File: src/rtl/param_combination_lock.sv
// param_combination_lock
//   Digit-by-digit combination lock with a programmable code, wrong-entry
//   lockout and a single-digit seven-segment status display.
//
// Ports
//   clk                  : clock, all state updates on the rising edge
//   reset                : synchronous, active-high
//   x[DIGIT_W-1:0]       : digit value, sampled when enter=1
//   enter                : one digit entry per cycle it is high
//   lock                 : close the door (OPEN) or abort programming (PROGRAM)
//   prog                 : request code-change mode while the door is open
//   door_open            : registered, high in OPEN and PROGRAM
//   locked_out           : registered, high in LOCKOUT
//   seven_segment_data   : active-low segments, bit7 = decimal point (always off)
//   seven_segment_enable : constant 4'b1110 (rightmost digit only)
module param_combination_lock #(
    parameter int DIGIT_W        = 4,
    parameter int CODE_LEN       = 4,
    parameter logic [DIGIT_W*CODE_LEN-1:0] DEFAULT_CODE = {4'd2, 4'd3, 4'd4, 4'd6},
    parameter int MAX_FAILS      = 3,
    parameter int LOCKOUT_CYCLES = 1000
) (
    input  logic               clk,
    input  logic               reset,
    input  logic [DIGIT_W-1:0] x,
    input  logic               enter,
    input  logic               lock,
    input  logic               prog,
    output logic               door_open,
    output logic               locked_out,
    output logic [7:0]         seven_segment_data,
    output logic [3:0]         seven_segment_enable
);

    localparam int CODE_W = DIGIT_W * CODE_LEN;
    // CODE_LEN tops out at 9, so four bits hold any digit index
    localparam int IDX_W  = 4;
    localparam int FAIL_W = $clog2(MAX_FAILS + 1);
    localparam int TMR_W  = $clog2(LOCKOUT_CYCLES + 1);

    localparam logic [IDX_W-1:0]  LAST_IDX = IDX_W'(CODE_LEN - 1);
    localparam logic [FAIL_W-1:0] FAIL_MAX = FAIL_W'(MAX_FAILS);
    localparam logic [TMR_W-1:0]  TMR_LOAD = TMR_W'(LOCKOUT_CYCLES - 1);

    typedef enum logic [1:0] {
        ENTRY   = 2'd0,
        OPEN    = 2'd1,
        PROGRAM = 2'd2,
        LOCKOUT = 2'd3
    } state_t;

    state_t              state;
    logic [IDX_W-1:0]    idx;
    logic [FAIL_W-1:0]   fail_cnt;
    logic [TMR_W-1:0]    timer;
    logic [CODE_W-1:0]   code;
    logic [CODE_W-1:0]   shadow;

    logic [DIGIT_W-1:0]  cur_digit;
    logic [FAIL_W-1:0]   fail_next;
    logic [CODE_W-1:0]   shadow_next;

    // Digit 0 lives in the most significant slice of a code word
    function automatic logic [DIGIT_W-1:0] get_digit(input logic [CODE_W-1:0] c,
                                                     input logic [IDX_W-1:0]  i);
        logic [DIGIT_W-1:0] d;
        d = '0;
        for (int k = 0; k < CODE_LEN; k++)
            if (i == IDX_W'(k))
                d = c[(CODE_LEN-1-k)*DIGIT_W +: DIGIT_W];
        return d;
    endfunction

    function automatic logic [CODE_W-1:0] set_digit(input logic [CODE_W-1:0]  c,
                                                    input logic [IDX_W-1:0]   i,
                                                    input logic [DIGIT_W-1:0] d);
        logic [CODE_W-1:0] r;
        r = c;
        for (int k = 0; k < CODE_LEN; k++)
            if (i == IDX_W'(k))
                r[(CODE_LEN-1-k)*DIGIT_W +: DIGIT_W] = d;
        return r;
    endfunction

    function automatic logic [7:0] seg_decimal(input logic [IDX_W-1:0] v);
        logic [7:0] s;
        case (v)
            4'd0:    s = 8'hC0;
            4'd1:    s = 8'hF9;
            4'd2:    s = 8'hA4;
            4'd3:    s = 8'hB0;
            4'd4:    s = 8'h99;
            4'd5:    s = 8'h92;
            4'd6:    s = 8'h82;
            4'd7:    s = 8'hF8;
            4'd8:    s = 8'h80;
            4'd9:    s = 8'h90;
            default: s = 8'hFF;
        endcase
        return s;
    endfunction

    assign cur_digit   = get_digit(code, idx);
    assign fail_next   = fail_cnt + FAIL_W'(1);
    // The commit must include the digit being written this cycle
    assign shadow_next = set_digit(shadow, idx, x);

    always_ff @(posedge clk) begin
        if (reset) begin
            state      <= ENTRY;
            idx        <= '0;
            fail_cnt   <= '0;
            timer      <= '0;
            code       <= DEFAULT_CODE;
            door_open  <= 1'b0;
            locked_out <= 1'b0;
        end else begin
            case (state)
                ENTRY: begin
                    if (enter) begin
                        if (x == cur_digit) begin
                            if (idx == LAST_IDX) begin
                                state     <= OPEN;
                                idx       <= '0;
                                fail_cnt  <= '0;
                                door_open <= 1'b1;
                            end else begin
                                idx <= idx + IDX_W'(1);
                            end
                        end else begin
                            idx <= '0;
                            if (fail_next == FAIL_MAX) begin
                                state      <= LOCKOUT;
                                fail_cnt   <= '0;
                                timer      <= TMR_LOAD;
                                locked_out <= 1'b1;
                            end else begin
                                fail_cnt <= fail_next;
                            end
                        end
                    end
                end
                OPEN: begin
                    if (lock) begin
                        state     <= ENTRY;
                        idx       <= '0;
                        door_open <= 1'b0;
                    end else if (prog) begin
                        state <= PROGRAM;
                        idx   <= '0;
                    end
                end
                PROGRAM: begin
                    if (lock) begin
                        state     <= ENTRY;
                        idx       <= '0;
                        door_open <= 1'b0;
                    end else if (enter) begin
                        if (idx == LAST_IDX) begin
                            code      <= shadow_next;
                            state     <= ENTRY;
                            idx       <= '0;
                            door_open <= 1'b0;
                        end else begin
                            idx <= idx + IDX_W'(1);
                        end
                    end
                end
                LOCKOUT: begin
                    // Loaded with LOCKOUT_CYCLES-1 so the flag spans exactly LOCKOUT_CYCLES clocks
                    if (timer == '0) begin
                        state      <= ENTRY;
                        locked_out <= 1'b0;
                    end else begin
                        timer <= timer - TMR_W'(1);
                    end
                end
                default: state <= ENTRY;
            endcase
        end
    end

    // Shadow holds pending digits only; every commit rewrites all digits first,
    // so stale contents after reset or abort never reach the code register.
    always_ff @(posedge clk) begin
        if (state == PROGRAM && enter && !lock)
            shadow <= shadow_next;
    end

    always_comb begin
        seven_segment_data = 8'hFF;
        case (state)
            ENTRY:   seven_segment_data = seg_decimal(idx);
            OPEN:    seven_segment_data = 8'hC1;
            PROGRAM: seven_segment_data = 8'h8C;
            LOCKOUT: seven_segment_data = 8'hC7;
            default: seven_segment_data = 8'hFF;
        endcase
    end

    assign seven_segment_enable = 4'b1110;

endmodule

File: config.mk
export PLATFORM = sky130hd
export DESIGN_NAME = param_combination_lock
export DESIGN_NICKNAME = d
export VERILOG_FILES = /design/src/rtl/param_combination_lock.sv
export SDC_FILE = /design/constraint.sdc
export NUM_CORES = 1
export LEC_CHECK = 0
export ABC_CLOCK_PERIOD_IN_PS = 7800
export CORE_ASPECT_RATIO = 0.6
export CORE_MARGIN = 1.5
export CORE_UTILIZATION = 40
export CTS_CLUSTER_DIAMETER = 200
export DETAILED_ROUTE_END_ITERATION = 7
export PLACE_DENSITY_LB_ADDON = 0.15
export SLEW_MARGIN = 20
export SYNTH_ARGS = -nofsm -noshare
export SYNTH_HDL_FRONTEND = slang
export SYNTH_SLANG_ARGS = --single-unit
File: constraint.sdc
create_clock -name clk -period 7.8 [get_ports clk]
set_clock_uncertainty 0.2 [all_clocks]
set_input_delay 0.78 -clock clk [delete_from_list [all_inputs] [get_ports clk]]
set_output_delay 0.78 -clock clk [all_outputs]
set_load 0.05 [all_outputs]
==> reports/metrics.cfg <==
[place]
placed_cell_area_sq_um = 3510
place_congestion = 0.771
place_hpwl_mm = 5.20
pre_cts_ws_ps = 3720
portBuffers = 17

[finish]
drive_gt1_share_pct = 12.2
multi_input_area_sq_um = 1800
diodes = 0
seqCellArea_sq_um = 1310
fin_nets = 387
final_area_sq_um = 3790
nFillCells = 766
final_util_pct = 47.8
syn_to_final_growth_pct = 15.0

[drt]
vias_per_cell = 5.37
drc = 0
num_vias = 2562
ant_nets = 0
wl_per_cell_um = 15.2
routed_wl_mm = 7.25
drt_iter0_markers = 170
drtPass1Iterations = 4

[clock_tree]
clock_latency_ps = 330
cts_setup_buffers = 0
path_clk_slew_ps = 50
holdBufCountCts = 0
cts_buffers = 9
clk_path_buf_depth = 2
cts_tree = yes
cts_resized = 0
cts.sinks = 58
clock-root-buffer = clkbuf_16
htreeDepth = 3

[grt]
antenna_found_initial = 0
met2_usage_pct = 23.9
track_usage_pct = 17.9
grtUsageMet3_pct = 6.06
grt.busiest_layer = met1
grt_pass1_vias = 2344
grt_max_degree = 44
grt-ovfl-total = 0
use_met1_pct = 26.5
grt_pass1_wl_mm = 12.0

[setup_path]
critPathMaxFanout = 10
critPathRequiredTime_ps = 7840
crit_type = reg -> reg
critPathLaunchType = register
endpoint_kind = register
arrival_ps = 3980

[synth]
yosys_warnings = 0
yosysMostFrequentCell = dfxtp_1
synth.distinct_cells = 65
synth_ff_type = dfxtp_1
avgSynthCellArea_sq_um = 9.32
synth-edff-count = 15
synth-seq-cells = 58
synth_area_leaders = dfxtp_1, edfxtp_1, ha_1
postSynth.asyncResetShare_pct = 0
yosysSeqAreaShare_pct = 39.7
synth_top_area_share_pct = 26.1
synth_largest_area_cell = dfxtp_1
synthTopCellsByCount = dfxtp_1, nor2_1, nand2_1, inv_1, a21oi_1
syn-cell-area_sq_um = 3300
synth_cells = 354

[timing]
finalHoldViolCount = 0
rsz0062_at_grt = no
final_max_slew_viol_count = 0
final.setup.tns_ps = 0
timing.final.ws_setup_ps = 3870
finalCritPeriodShare_pct = 50.4
setup_viol = 0
tightest_slew_ps = 1010
period_minus_slack_ps = 3930
slew_headroom_pct = 32.9
fmax_mhz = 254

[power_and_ir_drop]
p_per_area_nw_per_um2 = 270
irDropWorstVdd_uv = 102
p_leak_nw = 1.41

[job]
cap_viol_max_count = 0

[floorplan]
core_area_sq_um = 7950
start_util_pct = 41.5
rows = 25
boundaryPins = 23
dieArea_sq_um = 8820
fp.dieH_um = 73.4
die_x_um = 120

[status]
outcome = finished, final reports clean

[hold_path]
hp-class = reg -> reg

==> layer usage <==
metal,share of wire (%),vias up,routed length (um)
met3,5.2,11,374
met2,40,59,2880
met5,0,-,0
li1,-,1267,-
met1,54,1225,3910
met4,1.3,0,94
==> path summary, 6_finish.rpt <==
| check | from | end | slack, ps | cells past startpoint |
|---|---|---|---|---|
| worst max register to register | idx[0] | register | 3870 | 13 |
| worst min-delay path | code[9] | code[9] | 290 | 2 |
| worst max-delay path | idx[0] | register | 3870 | 13 |
| worst min register to register | code[9] | code[9] | 290 | 2 |
==> stage by stage <==
step | hold WS [ps] | power (mW) | cells
2_1_floorplan | 242 | 0.577 | 357
3_3_place_gp | 271 | 0.644 | 461
3_5_place_dp | 271 | 0.649 | 461
4_1_cts | 286 | 1.03 | 477
5_1_grt | 329 | 1.08 | 477
6_report | 290 | 1.02 | 477
==> critical path, cell delays in order, from the launching register on <==
cell	delay, ps
dfxtp_1	420
inv_1	100
ha_1	350
nor2b_1	220
a2111oi_4	330
nor3_1	140
or4_1	530
o21ai_0	250
a31oi_1	180
nor2_1	290
inv_1	140
ha_1	230
mux2_4	270
a221oi_2	200
==> where the power goes <==
part | total, mW | internal [mW] | switching (mW)
sequential | 0.347 | 0.332 | 0.0156
clock | 0.377 | 0.244 | 0.133
combinational | 0.298 | 0.109 | 0.189
total | 1.02 | 0.685 | 0.338
==> kinds of logic after synthesis <==
| family | share of synthesized area (%) |
|---|---|
| AOI/OAI and AO/OA | 18.5 |
| xor gates and xnor gates | 1.86 |
| adders and majority gates | 5.31 |
| buffers and inverters | 6.03 |
| DFF | 39.7 |
| muxes | 10.1 |
| other | 0.228 |
| and+or+nand+nor | 18.3 |
==> cell usage in the layout, fill, tap and decap left out, types with 4 or more instances in the layout <==
cell             instances
clkbuf_16                9
edfxtp_1                15
a221oi_1                 4
mux2i_1                 16
and2_1                   6
dfxtp_1                 43
nor2b_1                  8
ha_1                    14
o21ai_0                 15
a211oi_1                 8
nand2_1                 25
nand2b_1                 5
nor2_1                  36
conb_1                   5
clkinv_2                 4
mux2_2                  14
clkdlybuf4s50_1         17
nand3_1                  5
xnor2_1                  7
nor3_1                  10
a21oi_1                 18
inv_1                   22
==> final cells by class <==
| class | count | share of cell area (%) |
|---|---|---|
| tap | 108 | 3.56 |
| clock buffer | 10 | 6.03 |
| multi-input combinational | 255 | 47.5 |
| clock inverter | 6 | 1.52 |
| inverter | 22 | 2.18 |
| sequential | 58 | 34.6 |
| timing repair buffer | 18 | 4.68 |
Power figures use the tool's default switching activity.
